$ cat src/rtl/ps2_pkg.sv
// Shared PS/2 types and constants: transmitter FSM states, error codes,
// common keyboard command bytes and the frame parity helper.
package ps2_pkg;

  typedef enum logic [2:0] {
    IDLE      = 3'd0,
    INHIBIT   = 3'd1,
    REQ       = 3'd2,
    ACK       = 3'd3,
    WAIT_IDLE = 3'd4,
    ERROR     = 3'd5
  } ps2_state_e;

  localparam logic [1:0] ERR_NONE    = 2'b00;
  localparam logic [1:0] ERR_TIMEOUT = 2'b01;
  localparam logic [1:0] ERR_NACK    = 2'b10;

  localparam logic [7:0] CMD_SET_LED = 8'hED;
  localparam logic [7:0] CMD_ENABLE  = 8'hF4;
  localparam logic [7:0] CMD_RESET   = 8'hFF;

  function automatic logic odd_parity(input logic [7:0] d);
    return ~^d;
  endfunction

endpackage

$ cat src/rtl/ps2_sync_edge.sv
// Multi-flop synchronizer for one PS/2 pin with a one-cycle falling-edge pulse.
// Used by both the host transmitter and the keyboard receiver.
module ps2_sync_edge #(
  parameter int STAGES = 2
) (
  input  logic clk,
  input  logic rst,
  input  logic sig_i,
  output logic level_o,
  output logic fe_o
);

  logic [STAGES-1:0] sync_q;
  logic              prev_q;

  // Idle PS/2 lines are high, so reset to 1 to avoid a false edge after reset.
  always_ff @(posedge clk or posedge rst) begin
    if (rst) begin
      sync_q <= {STAGES{1'b1}};
      prev_q <= 1'b1;
    end else begin
      sync_q <= {sync_q[STAGES-2:0], sig_i};
      prev_q <= sync_q[STAGES-1];
    end
  end

  assign level_o = sync_q[STAGES-1];
  assign fe_o    = prev_q & ~sync_q[STAGES-1];

endmodule

$ cat src/rtl/ps2_host_tx.sv
// PS/2 host-to-device command transmitter driving open-collector lines via pull-low enables.
// Define PS2_TX_RETRY_EN to re-run a failed frame up to two times before reporting an error.
module ps2_host_tx
  import ps2_pkg::*;
#(
  parameter int INHIBIT_CYCLES = 12000,
  parameter int TIMEOUT_CYCLES = 2000000,
  parameter int SYNC_STAGES    = 2
) (
  input  logic       clk,
  input  logic       rst,
  input  logic       ps2_clk_in,
  input  logic       ps2_data_in,
  input  logic [7:0] tx_data,
  input  logic       tx_valid,
  output logic       tx_ready,
  output logic       ps2_clk_oe,
  output logic       ps2_data_oe,
  output logic       tx_busy,
  output logic       tx_done,
  output logic       tx_error,
`ifdef PS2_TX_RETRY_EN
  output logic [1:0] err_code,
  output logic [2:0] retry_count
`else
  output logic [1:0] err_code
`endif
);

  localparam int IW = $clog2(INHIBIT_CYCLES);
  localparam int TW = $clog2(TIMEOUT_CYCLES);
  localparam logic [IW-1:0] INH_LAST = IW'(INHIBIT_CYCLES - 1);
  localparam logic [IW-1:0] INH_PRE  = IW'(INHIBIT_CYCLES - 2);
  localparam logic [IW-1:0] INH_INC  = {{(IW-1){1'b0}}, 1'b1};
  localparam logic [TW-1:0] TO_LAST  = TW'(TIMEOUT_CYCLES - 1);
  localparam logic [TW-1:0] TO_INC   = {{(TW-1){1'b0}}, 1'b1};

  ps2_state_e    state_q;
  logic [7:0]    byte_q;
  logic          par_q;
  logic [3:0]    bit_cnt_q;
  logic [IW-1:0] inh_cnt_q;
  logic [TW-1:0] to_cnt_q;
  logic          clk_oe_q, data_oe_q;
  logic          ready_q, busy_q, done_q, error_q;
  logic [1:0]    err_q;
`ifdef PS2_TX_RETRY_EN
  logic [2:0]    retry_q;
`endif

  logic       clk_lvl_s, clk_fe_s, data_lvl_s, unused_data_fe_s;
  logic       timing_s, timeout_s, nack_s, fail_s, retry_s;
  logic [1:0] fail_code_s;

  ps2_sync_edge #(.STAGES(SYNC_STAGES)) u_clk_sync (
    .clk     (clk),
    .rst     (rst),
    .sig_i   (ps2_clk_in),
    .level_o (clk_lvl_s),
    .fe_o    (clk_fe_s)
  );

  ps2_sync_edge #(.STAGES(SYNC_STAGES)) u_data_sync (
    .clk     (clk),
    .rst     (rst),
    .sig_i   (ps2_data_in),
    .level_o (data_lvl_s),
    .fe_o    (unused_data_fe_s)
  );

  // Timeout wins over a coincident falling edge, so it is folded in ahead of NACK.
  assign timing_s    = (state_q == REQ) || (state_q == ACK) || (state_q == WAIT_IDLE);
  assign timeout_s   = timing_s && (to_cnt_q == TO_LAST);
  assign nack_s      = (state_q == ACK) && clk_fe_s && data_lvl_s;
  assign fail_s      = timeout_s || nack_s;
  assign fail_code_s = timeout_s ? ERR_TIMEOUT : ERR_NACK;
`ifdef PS2_TX_RETRY_EN
  assign retry_s     = fail_s && (retry_q < 3'd2);
`else
  assign retry_s     = 1'b0;
`endif

  // Transmit FSM; every output is a register updated alongside the state.
  always_ff @(posedge clk or posedge rst) begin
    if (rst) begin
      state_q   <= IDLE;
      byte_q    <= 8'h00;
      par_q     <= 1'b0;
      bit_cnt_q <= 4'd0;
      inh_cnt_q <= {IW{1'b0}};
      to_cnt_q  <= {TW{1'b0}};
      clk_oe_q  <= 1'b0;
      data_oe_q <= 1'b0;
      ready_q   <= 1'b1;
      busy_q    <= 1'b0;
      done_q    <= 1'b0;
      error_q   <= 1'b0;
      err_q     <= ERR_NONE;
`ifdef PS2_TX_RETRY_EN
      retry_q   <= 3'd0;
`endif
    end else begin
      done_q  <= 1'b0;
      error_q <= 1'b0;
      if (retry_s) begin
        state_q   <= INHIBIT;
        clk_oe_q  <= 1'b1;
        data_oe_q <= 1'b0;
        inh_cnt_q <= {IW{1'b0}};
        to_cnt_q  <= {TW{1'b0}};
        bit_cnt_q <= 4'd0;
`ifdef PS2_TX_RETRY_EN
        retry_q   <= retry_q + 3'd1;
`endif
      end else if (fail_s) begin
        state_q   <= ERROR;
        clk_oe_q  <= 1'b0;
        data_oe_q <= 1'b0;
        error_q   <= 1'b1;
        err_q     <= fail_code_s;
      end else begin
        case (state_q)
          IDLE: begin
            if (tx_valid && ready_q) begin
              state_q   <= INHIBIT;
              byte_q    <= tx_data;
              par_q     <= odd_parity(tx_data);
              bit_cnt_q <= 4'd0;
              inh_cnt_q <= {IW{1'b0}};
              to_cnt_q  <= {TW{1'b0}};
              clk_oe_q  <= 1'b1;
              data_oe_q <= 1'b0;
              ready_q   <= 1'b0;
              busy_q    <= 1'b1;
              err_q     <= ERR_NONE;
`ifdef PS2_TX_RETRY_EN
              retry_q   <= 3'd0;
`endif
            end
          end
          INHIBIT: begin
            if (inh_cnt_q == INH_LAST) begin
              state_q   <= REQ;
              clk_oe_q  <= 1'b0;
              data_oe_q <= 1'b1;
              to_cnt_q  <= {TW{1'b0}};
              bit_cnt_q <= 4'd0;
            end else begin
              inh_cnt_q <= inh_cnt_q + INH_INC;
              data_oe_q <= (inh_cnt_q == INH_PRE);
            end
          end
          REQ: begin
            to_cnt_q <= to_cnt_q + TO_INC;
            if (clk_fe_s) begin
              bit_cnt_q <= bit_cnt_q + 4'd1;
              if (bit_cnt_q < 4'd8) begin
                data_oe_q <= ~byte_q[bit_cnt_q[2:0]];
              end else if (bit_cnt_q == 4'd8) begin
                data_oe_q <= ~par_q;
              end else begin
                data_oe_q <= 1'b0;
                state_q   <= ACK;
              end
            end
          end
          ACK: begin
            to_cnt_q <= to_cnt_q + TO_INC;
            if (clk_fe_s) begin
              state_q <= WAIT_IDLE;
            end
          end
          WAIT_IDLE: begin
            to_cnt_q <= to_cnt_q + TO_INC;
            if (clk_lvl_s && data_lvl_s) begin
              state_q <= IDLE;
              done_q  <= 1'b1;
              ready_q <= 1'b1;
              busy_q  <= 1'b0;
            end
          end
          ERROR: begin
            state_q <= IDLE;
            ready_q <= 1'b1;
            busy_q  <= 1'b0;
          end
          default: begin
            state_q   <= IDLE;
            clk_oe_q  <= 1'b0;
            data_oe_q <= 1'b0;
            ready_q   <= 1'b1;
            busy_q    <= 1'b0;
          end
        endcase
      end
    end
  end

  assign tx_ready    = ready_q;
  assign tx_busy     = busy_q;
  assign tx_done     = done_q;
  assign tx_error    = error_q;
  assign err_code    = err_q;
  assign ps2_clk_oe  = clk_oe_q;
  assign ps2_data_oe = data_oe_q;
`ifdef PS2_TX_RETRY_EN
  assign retry_count = retry_q;
`endif

endmodule

$ cat config.mk
export PLATFORM = sky130hd
export DESIGN_NAME = ps2_host_tx
export DESIGN_NICKNAME = d
export VERILOG_FILES = /design/src/rtl/ps2_pkg.sv /design/src/rtl/ps2_sync_edge.sv /design/src/rtl/ps2_host_tx.sv
export SDC_FILE = /design/constraint.sdc
export NUM_CORES = 1
export LEC_CHECK = 0
export ABC_AREA = 1
export BUFFER_PORTS_ARGS = -buffer_cell sky130_fd_sc_hd__buf_4
export CORE_ASPECT_RATIO = 1.1
export CORE_MARGIN = 1
export CORE_UTILIZATION = 67
export CTS_CLUSTER_DIAMETER = 40
export DETAILED_ROUTE_END_ITERATION = 6
export PLACE_DENSITY = 0.86
export SLEW_MARGIN = 30
export SYNTH_ARGS = -nofsm -noshare
export SYNTH_HDL_FRONTEND = slang
export SYNTH_HIERARCHICAL = 1
export SYNTH_SLANG_ARGS = --single-unit
export TNS_END_PERCENT = 30
$ cat constraint.sdc
create_clock -name clk -period 5 [get_ports clk]
set_input_delay 0 -clock clk [delete_from_list [all_inputs] [get_ports clk]]
set_output_delay 0 -clock clk [all_outputs]
set_load 0.02 [all_outputs]
# After elaboration in Yosys (flattened, before gate mapping)
# Index checks and enable logic that the tools add are counted.
dict set report totals {
  register_bits 64
  output_inout_bits 8
}
dict set report op_classes {
  eq_ne 23
  n_lt_le_gt_ge 2
  muxes 44
  reduce_logical 28
  add_sub_neg 3
  bitwise_logic 6
}
# op n
set ops {}
lappend ops {{case mux 21 bit (3 select lines)} 1}
lappend ops {{two-way mux 21 bit} 2}
lappend ops {{equality test 14 bit (second input constant)} 2}
lappend ops {{two-way mux 14 bit} 2}
lappend ops {{case mux 14 bit (2 select lines)} 1}
lappend ops {{two-way mux 3 bit} 8}
lappend ops {{adder 21 x 1 -> 21 bit (second input constant)} 1}
lappend ops {{equality test 21 bit (second input constant)} 1}
lappend ops {{inequality test 3 bit (second input constant)} 6}
lappend ops {{two-way mux 1 bit} 16}
lappend ops {{case mux 3 bit (5 select lines)} 1}
lappend ops {{adder 14 x 1 -> 14 bit (second input constant)} 1}
lappend ops {{two-way mux 4 bit} 3}
lappend ops {{case mux 4 bit (3 select lines)} 1}
lappend ops {{AND reduction 4 bit} 3}
lappend ops {{case mux 1 bit (3 select lines)} 3}
lappend ops {{AND reduction 3 bit} 3}
lappend ops {{OR reduction 3 bit} 3}
lappend ops {{two-way mux 2 bit} 4}
lappend ops {{inequality test 2 bit (second input constant)} 4}
lappend ops {{XNOR reduction 8 bit} 1}
lappend ops {{AND reduction 7 bit} 1}
lappend ops {{equality test 3 x 2 -> 1 bit (second input constant)} 2}
lappend ops {{equality test 3 bit (second input constant)} 2}
lappend ops {{other kinds (19)} 34}

# Depth between registers and ports, before layout
# Gate-level depths: netlist (run 1).
dict set report depth {
  ltp_word 7
  depth_mapped 13
  ltp_nobuf 12
}

# Modules after synthesis
# Netlist (run 1), hierarchy kept.
# module cells_per_inst instances area_per_inst_um2 seq_area_each_um2
set modules_own_cells {}
lappend modules_own_cells {ps2_host_tx 592 1 3956.3 1477.7}
lappend modules_own_cells {ps2_sync_edge 6 2 92.6 78.8}

# Least setup slack after synthesis (run 1)
# Ideal clock, no wire load.
dict set report synth_path {
  kind {reg2reg}
  from {register to_cnt_q[0]}
  to {register to_cnt_q[15]}
  period_less_slack_ns 1.736
  t_arrival_ns 1.613
  path_stages_with_launch 12
  required_time_ns 4.877
  setup_slack_ns 3.264
  cell_sequence {dfrtp_1 ha_1 nand3_2 inv_2 nand2_1 nor2_2 nand2_4 nand3_4 nor2_2 buf_4 nand2_1 nand2_1}
}
dict set report synth_via {
  elab_chain_len 5
  elab_cells_between_ends 7
}
# item line
set synth_rtl {}
lappend synth_rtl {{start, declared} ps2_host_tx.sv:43} ;# logic [TW-1:0] to_cnt_q;
lappend synth_rtl {{start signal, assigned} ps2_host_tx.sv:91} ;# to_cnt_q <= {TW{1'b0}};
lappend synth_rtl {{start signal, assigned} ps2_host_tx.sv:110} ;# to_cnt_q <= {TW{1'b0}};
lappend synth_rtl {{start signal, assigned} ps2_host_tx.sv:130} ;# to_cnt_q <= {TW{1'b0}};
lappend synth_rtl {{parallel branches: the longest is 5 deep, another holds adder 21 x 1 -> 21 bit} --}
# Several ways; the timed one is not identified.
# A chain may end at the register's enable or synchronous reset.

# Final worst setup path (run 1)
dict set report layout_path {
  from {register state_q[2]}
  to {register to_cnt_q[12]}
}
dict set report layout_via {
  elab_chain_len 7
  elab_cells_between_ends 18
}
# item line
set layout_rtl {}
lappend layout_rtl {{start, declared} ps2_host_tx.sv:38} ;# ps2_state_e state_q;
lappend layout_rtl {{start signal, assigned} ps2_host_tx.sv:86} ;# state_q <= IDLE;
lappend layout_rtl {{start signal, assigned} ps2_host_tx.sv:106} ;# state_q <= INHIBIT;
lappend layout_rtl {{start signal, assigned} ps2_host_tx.sv:116} ;# state_q <= ERROR;
lappend layout_rtl {{equality test 3 x 2 -> 1 bit (on tied branches)} {ps2_host_tx.sv:72, ps2_host_tx.sv:122, ps2_host_tx.sv:74}}
lappend layout_rtl {{logical OR 1 bit (2 in a row)} ps2_host_tx.sv:72} ;# assign timing_s = (state_q == REQ) || (state_q == ACK) || (state_q == WAIT_IDLE);
lappend layout_rtl {{logical AND 1 bit} ps2_host_tx.sv:73} ;# assign timeout_s = timing_s && (to_cnt_q == TO_LAST);
lappend layout_rtl {{logical OR 1 bit} ps2_host_tx.sv:75} ;# assign fail_s = timeout_s || nack_s;
lappend layout_rtl {{NOT 1 bit (no line)} --}
lappend layout_rtl {{AND reduction 4 bit (no line)} --}
# Parallel ways exist; a longest one is shown, timed or not.

==> flow_summary_export.csv, run 1 <==
group,metric,value,unit
clock_network,postCtsResizedCells,0,
layout,num-fill-cells,435,
timing,max_freq,356.2,MHz
pwr,switching_share,46.07,%
clock_network,cts_tree,"yes",
route,drc_errors,0,
critical_path,worstSetupPathType,"flip-flop to flip-flop",
synthesis,synth_area_per_cell,6.831,um^2
timing,hold_ws,0.1259,ns
layout,layout_commonest_cell,"nand2_1",
global_routing,grt_pass1_wl,16.62,mm
critical_path,critPathBufInv,3,
clock_network,worst_skew_pair.late_latency,0.35,ns
timing,worstMarginPinSlew,0.8430,ns
die,rows,29,
run,drv_cap,0,
critical_path,cpMostUsedCell,"nand2_1",
critical_path,slowest_delay,0.73,ns
critical_path,start_kind,"flip-flop",
critical_path,cp_slowest_cell,"nor2_2",
placed_design,post-place-ws,2.286,ns
placed_design,dp_hpwl,6.504,mm
global_routing,grt_antenna_before_repair,0,
route,antenna_left,0,
critical_path,cpLargestDelayFamily,"simple AND/OR/NAND/NOR gates",
timing,maxSlewViolCount,0,
layout,multiInputGateArea,0.002186,mm^2
clock_network,cts_made_buffers,9,
timing,fin_ws,2.193,ns
layout,drive_gt1_share,10.83,%
critical_path,cp_data_required_time,5.28,ns
pwr,clkPwrFrac,20.4,%
synthesis,synth_area,0.004105,mm^2
clock_network,clock_path_buffers,2,
timing,hold_violations,0,
die,die_w,76.64,um
pwr,comb_power_share,44.1,%
timing,fin_crit_sh,56.15,%
die,core,0.005842,mm^2
critical_path,startpoint,"state_q[2]",
pwr,power.leakage,2.224,nW
die,start_util,70.27,%
layout,layout.nets,652,
global_routing,grt_start_max_net_pins,36,
critical_path,arrival,3.09,ns
synthesis,synthesis.nets,621,
timing,period_minus_slack,2.807,ns
clock_network,clock-sinks,64,
global_routing,grt.overflow.total,0,
route,drt-vias-per-instance,5.438,
timing,finClkSkew,0.008755,ns
route,wire_per_inst,13.21,um
timing,tns,0,ns
route,dr.first_iter.drc_count,291,
route,routed_wl,9.435,mm
timing,rsz0062_at_grt,"false",
clock_network,post_cts_buffers,0,
placed_design,place_congestion,0.8995,
layout,n_antenna_cell,0,
critical_path,path_max_fanout,24,
clock_network,cts_root_buf,"clkbuf_8",
die,io_pins,21,
clock_network,htree_levels,3,
critical_path,cp_cell_sequence,"inv_2 > ha_1 > inv_1 > nand2_1 > inv_2 > nor2_2 > nand2_4 > nand3_4 > nor2_2 > nand2_1 > nand2_1",
layout,layout_common_cells,"nand2_1 (215), nor2_1 (97), dfrtp_1 (58)",
die,dieHeight,84.10,um
timing,slew_headroom,43.74,%
hold_path,hp-start,"tx_valid",
global_routing,track_usage,32.69,%
hold_path,hp-class,"input pin to flip-flop",
pwr,switchingPower,0.0008912,W
clock_network,clk_pin_slew,0.07,ns
route,vias,3883,
die,die_area,0.006445,mm^2
run_status,status,"finished, final reports clean",
synthesis,yosysWarnings,6,
pwr,p_per_area,423.8,mW/mm^2
pwr,internal-power,0.001043,W
timing,setup_viol,0,
synthesis,syn_inst,601,
critical_path,timing.rr.start,"state_q[2]",
placed_design,io_buffers,20,
layout,syn_to_final_growth,11.22,%
critical_path,cp-end-kind,"flip-flop",
layout,seq_area,0.001609,mm^2
pwr,ir_drop,0.0004527,V
pwr,pwr-share-seq,35.6,%
global_routing,grt_pass1_vias,3817,
route,first_pass_iters,5,
worst min-delay path, cell delays in order:
cell,delay (ns)
buf_4,0.11
nand2_1,0.09
nor2_1,0.07
o21ai_0,0.16
power groups by stage:
stage                     registers, W  logic, W  clock network, W
after floorplan               0.000695  0.000655                 0
after global placement        0.000689  0.000799                 0
after detailed placement      0.000694  0.000825                 0
after CTS                     0.000685  0.000840          0.000399
after global routing          0.000699  0.000946          0.000418
final                         0.000688  0.000852          0.000395
through the flow:
step | power [W] | area, um^2 | cells | utilization, %
global placement | 0.001489 | 4289 | 687 | 73.42
floorplan | 0.001350 | 4105 | 601 | -
finish | 0.001935 | 4566 | 714 | 78.15
global route | 0.002064 | 4566 | 714 | 78.15
CTS | 0.001924 | 4566 | 714 | 78.15
detailed placement | 0.001518 | 4289 | 687 | 73.42
metal layers:
layer | global-route usage, % | part of all wire, % | up-vias
met5 | 0 | 0 | -
met4 | 13.29 | 2.0 | 0
met3 | 5.137 | 6.4 | 15
met2 | 55.69 | 49 | 163
met1 | 41.42 | 42 | 1792
li1 | - | - | 1913
sequential cells by signal, summed over array words and instances (netlist names):
signal,count
to_cnt_q,21
ps2_clk_oe,1
tx_error,1
tx_busy,1
ps2_data_oe,1
byte_q,8
u_clk_sync/prev_q,1
tx_done,1
tx_ready,1
err_code,2
state_q,3
u_clk_sync/sync_q,2
u_data_sync/sync_q,2
inh_cnt_q,14
par_q,1
bit_cnt_q,4
worst paths after layout:
check / end / slack [ns] / cells past startpoint
worst max-delay path: to_cnt_q[12] / 2.19 / 11
worst min-delay path: err_code[0] / 0.13 / 4
worst max register to register: to_cnt_q[12] / 2.19 / 11
worst min register to register: u_clk_sync/sync_q[1] / 0.36 / 0
max in group asynchronous: tx_ready / 3.86 / 4
min in group asynchronous: u_data_sync/sync_q[0] / 0.26 / 3
area by class of cell:
class / instances / area share, %
multi-input combinational: 462 / 47.88
clock buffer: 13 / 3.261
inverter: 62 / 5.097
tap: 77 / 2.110
sequential: 64 / 35.24
timing repair buffer: 33 / 6.029
clock inverter: 3 / 0.3837
timing repair:
item                                    4_1_cts  5_1_grt
hold buffers                                 11        0
endpoints found under the hold margin        39        0
endpoints found under the setup margin        0        0
Power figures use the tool's default switching activity.
==> run 2, diff against run 1 <==
--- a/config.mk
+++ b/config.mk
@@ -9,10 +9,10 @@
 export BUFFER_PORTS_ARGS = -buffer_cell sky130_fd_sc_hd__buf_4
 export CORE_ASPECT_RATIO = 1.1
 export CORE_MARGIN = 1
-export CORE_UTILIZATION = 67
+export CORE_UTILIZATION = 56
 export CTS_CLUSTER_DIAMETER = 40
 export DETAILED_ROUTE_END_ITERATION = 6
-export PLACE_DENSITY = 0.86
+export PLACE_DENSITY = 0.77
 export SLEW_MARGIN = 30
 export SYNTH_ARGS = -nofsm -noshare
 export SYNTH_HDL_FRONTEND = slang
==> constraint.sdc (replaced) <==
create_clock -name clk -period 2.3 [get_ports clk]
set_input_delay 0 -clock clk [delete_from_list [all_inputs] [get_ports clk]]
set_output_delay 0 -clock clk [all_outputs]
set_load 0.02 [all_outputs]
==> run 2 against run 1 <==
  * Clock power grew to 2.5 times the previous value
  * Hold slack got worse by 0.012 ns
  * Largest cell class unchanged
  * Non-clock buffer count rose by 3
  * Clock-buffer cell count grew 1
  * Global-route usage shrank 6.7 points
  * Sequential share of layout area down 0.60 points
  * Final area up 1.7%
  * Die area up 19%
  * Critical path depth up 1
==> flow_summary_export.csv, run 2 (synthesis results as in run 1) <==
group,metric,value,unit
timing,maxSlewViolCount,0,
pwr,power.leakage,2.250,nW
pwr,comb_power_share,43.2,%
route,vias,3738,
layout,layout_commonest_cell,"nand2_1",
critical_path,cp-end-kind,"flip-flop",
clock_network,cts_root_buf,"clkbuf_8",
global_routing,grt_start_max_net_pins,42,
run,drv_cap,0,
pwr,p_per_area,939.6,mW/mm^2
route,antenna_left,0,
pwr,switching_share,43.72,%
clock_network,clock_path_buffers,2,
pwr,pwr-share-seq,34.1,%
die,io_pins,21,
placed_design,dp_hpwl,6.371,mm
die,rows,32,
global_routing,track_usage,26.00,%
timing,period_minus_slack,2.083,ns
die,die_area,0.007677,mm^2
critical_path,cp_cell_sequence,"ha_2 > nand3_2 > inv_2 > nand2_1 > nor2_2 > nand2_4 > nand3_4 > buf_6 > inv_2 > nand2_4 > nand2_1 > nand2_1",
layout,n_antenna_cell,0,
run_status,status,"finished, final reports clean",
timing,max_freq,480.0,MHz
timing,rsz0062_at_grt,"false",
clock_network,worst_skew_pair.late_latency,0.35,ns
critical_path,cp_slowest_cell,"dfrtp_1",
global_routing,grt.overflow.total,0,
layout,largest_reg_flops,21,
layout,reg_top3,"to_cnt_q (21), inh_cnt_q (14), byte_q (8)",
timing,tns,0,ns
global_routing,grt_pass1_wl,16.13,mm
pwr,internal-power,0.002456,W
timing,finClkSkew,0.009404,ns
clock_network,clock-sinks,64,
die,dieHeight,91.80,um
die,start_util,58.26,%
hold_path,hp-class,"input pin to flip-flop",
layout,num-fill-cells,605,
placed_design,place_congestion,0.9234,
timing,hold_violations,0,
critical_path,path_max_fanout,23,
hold_path,holdPathStages,4,
clock_network,post_cts_buffers,0,
critical_path,critPathBufInv,3,
pwr,switchingPower,0.001908,W
clock_network,cts_tree,"yes",
pwr,clkPwrFrac,22.7,%
route,routed_wl,9.119,mm
critical_path,reg2reg_depth,12,
critical_path,worstSetupPathType,"flip-flop to flip-flop",
timing,fin_ws,0.2168,ns
critical_path,start_kind,"flip-flop",
pwr,ir_drop,0.001169,V
route,drt-vias-per-instance,5.156,
die,core,0.007047,mm^2
critical_path,cpLargestDelayFamily,"simple AND/OR/NAND/NOR gates",
timing,fin_crit_sh,90.57,%
global_routing,grt_pass1_vias,3668,
layout,syn_to_final_growth,13.14,%
clock_network,htree_levels,3,
critical_path,cp_data_required_time,2.59,ns
layout,layout_common_cells,"nand2_1 (215), nor2_1 (97), dfrtp_1 (58)",
placed_design,io_buffers,20,
global_routing,grt_antenna_before_repair,0,
clock_network,clk_pin_slew,0.07,ns
route,drc_errors,0,
critical_path,arrival,2.38,ns
route,first_pass_iters,6,
timing,hold_ws,0.1140,ns
critical_path,slowest_delay,0.44,ns
die,die_w,83.64,um
placed_design,post-place-ws,0.1089,ns
timing,slew_headroom,51.41,%
timing,setup_viol,0,
layout,drive_gt1_share,11.41,%
layout,regMostFlops,"to_cnt_q",
route,dr.first_iter.drc_count,269,
layout,layout.nets,655,
clock_network,cts_made_buffers,9,
route,wire_per_inst,12.58,um
timing,worstMarginPinSlew,0.7280,ns
critical_path,crit_cells,12,
critical_path,cpMostUsedCell,"nand2_1",
[run 2: cell type report]
class | count | area (um^2) | area share (%)
tap | 85 | 106.4 | 2.290
multi-input combinational | 462 | 2193 | 47.23
sequential | 64 | 1609 | 34.64
timing repair buffer | 36 | 301.5 | 6.492
clock buffer | 14 | 162.7 | 3.502
clock inverter | 2 | 37.54 | 0.8082
inverter | 62 | 234.0 | 5.038
[run 2: metal layers]
metal	GRT usage [%]	up-vias	wire, um
li1	-	1924	-
met1	30.92	1718	4070
met2	46.61	83	4529
met3	4.050	13	346
met4	10.73	0	172
met5	0	-	0
[run 2: stage by stage]
step / util (%) / total power [W] / std cells / area, um^2
floorplan: - / 0.002936 / 601 / 4105
global placement: 61.33 / 0.003273 / 698 / 4322
detailed placement: 61.33 / 0.003310 / 698 / 4322
CTS: 65.73 / 0.004334 / 725 / 4632
global route: 65.91 / 0.004665 / 725 / 4644
finish: 65.91 / 0.004364 / 725 / 4644
[run 2: tightest hold or removal path, cell delays in order]
cell and delay [ns]:
buf_4 0.11, nand2_1 0.07, nor2_1 0.08, o21ai_0 0.17
[run 2: final timing paths]
check                                         to  slack, ns                  from
min                                  err_code[0]       0.11              tx_valid
max in group asynchronous            to_cnt_q[6]       1.33                   rst
max reg2reg                         inh_cnt_q[4]       0.22           to_cnt_q[0]
min reg2reg                 u_clk_sync/sync_q[1]       0.36  u_clk_sync/sync_q[0]
min in group asynchronous  u_data_sync/sync_q[0]       0.26                   rst
max                                 inh_cnt_q[4]       0.22           to_cnt_q[0]
[run 2: what timing repair did]
item / 4_1_cts / 5_1_grt
hold buffers: 11 / 0
hold endpoints to repair: 53 / 0
gates resized for setup: 0 / 3
endpoints found under the setup margin: 0 / 35
[run 2: power by group through the flow]
stage	Sequential, W	Clock, W	Combinational, W
detailed placement	0.00151	0	0.00180
CTS	0.00149	0.000998	0.00185
finish	0.00149	0.000990	0.00188
global route	0.00152	0.00105	0.00209
global placement	0.00150	0	0.00177
floorplan	0.00151	0	0.00142
==> run 3, diff against run 2 <==
--- a/config.mk
+++ b/config.mk
@@ -13,6 +13,7 @@
 export CTS_CLUSTER_DIAMETER = 40
 export DETAILED_ROUTE_END_ITERATION = 6
 export PLACE_DENSITY = 0.77
+export RECOVER_POWER = 50
 export SLEW_MARGIN = 30
 export SYNTH_ARGS = -nofsm -noshare
 export SYNTH_HDL_FRONTEND = slang
==> run 3 against run 2 <==
  * The run now ends with capacitance limit, slew limit left
  * Sequential power is essentially flat
  * Combinational power hardly changed
  * Hold slack improved by 0.00077 ns
  * First-iteration DRC count up 4.8%
  * Register-to-register slack about the same
  * Final cell count stayed put
  * Total power down 0.81%
  * Die area unchanged
  * Critical endpoint unchanged
  * Largest cell class unchanged
==> flow_summary_export.csv, run 3 (synthesis results as in run 1) <==
group,metric,value,unit
critical_path,cpMostUsedCell,"nand2_1",
clock_network,clk_pin_slew,0.07,ns
route,dr.first_iter.drc_count,282,
placed_design,post-place-ws,0.1089,ns
timing,rsz0062_at_grt,"false",
timing,hold_violations,0,
critical_path,start_kind,"flip-flop",
critical_path,timing.rr.start,"to_cnt_q[0]",
route,antenna_left,0,
die,start_util,58.26,%
critical_path,reg2reg_depth,12,
timing,maxSlewViolCount,42,
pwr,ir_drop,0.001142,V
run_status,status,"finished, violations left",
layout,final_area,0.004607,mm^2
timing,setup_viol,0,
layout,n_antenna_cell,0,
clock_network,clock_path_buffers,2,
die,dieHeight,91.80,um
global_routing,grt.overflow.total,0,
hold_path,hp-start,"tx_valid",
run,drv_cap,1,
die,io_pins,21,
timing,fin_ws,0.2084,ns
route,routed_wl,9.123,mm
layout,drive_gt1_share,9.531,%
timing,max_freq,478.1,MHz
clock_network,cts_tree,"yes",
timing,worstMarginPinSlew,1.593,ns
layout,layout.nets,655,
pwr,p_per_area,939.6,mW/mm^2
critical_path,cp_data_required_time,2.59,ns
placed_design,place_area,0.004322,mm^2
critical_path,ff2ff_setup_slack,0.21,ns
layout,layout_common_cells,"nand2_1 (215), nor2_1 (97), dfrtp_1 (58)",
global_routing,grt_antenna_before_repair,0,
global_routing,track_usage,26.00,%
layout,fin_util,65.38,%
route,drc_errors,0,
placed_design,io_buffers,20,
clock_network,clock-sinks,64,
die,die_area,0.007677,mm^2
clock_network,cts_made_buffers,9,
global_routing,grt_start_max_net_pins,42,
critical_path,arrival,2.38,ns
global_routing,grt_pass1_wl,16.13,mm
timing,tns,0,ns
clock_network,htree_levels,3,
timing,slew_headroom,-6.331,%
placed_design,place_congestion,0.9234,
clock_network,cts_root_buf,"clkbuf_8",
critical_path,worstSetupPathType,"flip-flop to flip-flop",
hold_path,hold_path_end,"err_code[0]",
layout,syn_to_final_growth,12.22,%
pwr,power.leakage,2.214,nW
layout,layout_commonest_cell,"nand2_1",
die,core,0.007047,mm^2
layout,reg_top3,"to_cnt_q (21), inh_cnt_q (14), byte_q (8)",
layout,largest_reg_flops,21,
critical_path,rr_endpoint,"inh_cnt_q[4]",
critical_path,cp_cell_sequence,"ha_2 > nand3_2 > inv_2 > nand2_1 > nor2_2 > nand2_4 > nand3_4 > buf_6 > inv_2 > nand2_4 > nand2_1 > nand2_1",
global_routing,grt_pass1_vias,3668,
critical_path,cp-end-kind,"flip-flop",
route,first_pass_iters,6,
route,vias,3733,
die,die_w,83.64,um
critical_path,cp_slowest_cell,"dfrtp_1",
clock_network,worst_skew_pair.late_latency,0.35,ns
critical_path,path_max_fanout,23,
hold_path,hp-class,"input pin to flip-flop",
timing,finClkSkew,0.007805,ns
route,wire_per_inst,12.58,um
timing,fin_crit_sh,90.94,%
clock_network,post_cts_buffers,0,
timing,period_minus_slack,2.092,ns
route,drt-vias-per-instance,5.149,
run_status,failed_checks,"capacitance limit, slew limit",
placed_design,dp_hpwl,6.371,mm
layout,regMostFlops,"to_cnt_q",
critical_path,slowest_delay,0.45,ns
hold_path,holdPathStages,4,
die,rows,32,
run 3: worst max-delay path, delay by kind of cell (launching register included):
family	cells	cell delay, ns
adder cells (fa/ha/maj)	1	0.27
AND/OR/NAND/NOR	8	0.88
buffers and inverters	3	0.43
flip-flops	1	0.45
run 3: layer usage:
layer | wire [um] | GRT usage [%]
met1 | 4131 | 30.92
met2 | 4502 | 46.61
met3 | 315 | 4.050
met4 | 173 | 10.73
met5 | 0 | 0
run 3: report_power, final:
part           internal [W]  switching, W
Combinational      0.000538       0.00132
Clock              0.000561      0.000425
Sequential          0.00132      0.000160
Total               0.00242       0.00190
run 3: cell type report:
cell class	count	area, um^2
fill	615	2440
multi-input combinational	462	2193
sequential	64	1609
timing repair buffer	36	265.3
inverter	62	232.7
clock buffer	14	162.7
tap	85	106.4
clock inverter	2	37.54
run 3: repair_timing:
item | 4_1_cts | 5_1_grt
resized for setup | 0 | 3
hold endpoints to repair | 53 | 0
hold buffers | 11 | 0
endpoints found under the setup margin | 0 | 35
run 3: worst max path at each step:
stage / startpoint / cells past startpoint / end / slack, ns
2_1_floorplan: to_cnt_q[0] / 11 / to_cnt_q[15] / 0.56
3_3_place_gp: to_cnt_q[0] / 10 / to_cnt_q[17] / 0.19
3_5_place_dp: to_cnt_q[0] / 10 / to_cnt_q[16] / 0.11
4_1_cts: to_cnt_q[0] / 10 / to_cnt_q[1] / 0.10
5_1_grt: to_cnt_q[0] / 12 / inh_cnt_q[12] / 0.03
6_report: to_cnt_q[0] / 12 / inh_cnt_q[4] / 0.21
run 3: through the flow:
step	power [W]	hold WS, ns	instances
after floorplan	0.002936	-0.08850	601
after CTS	0.004334	0.1224	725
after global placement	0.003273	0.04863	698
after global routing	0.004630	0.1490	725
after detailed placement	0.003310	0.05487	698
final	0.004329	0.1148	725
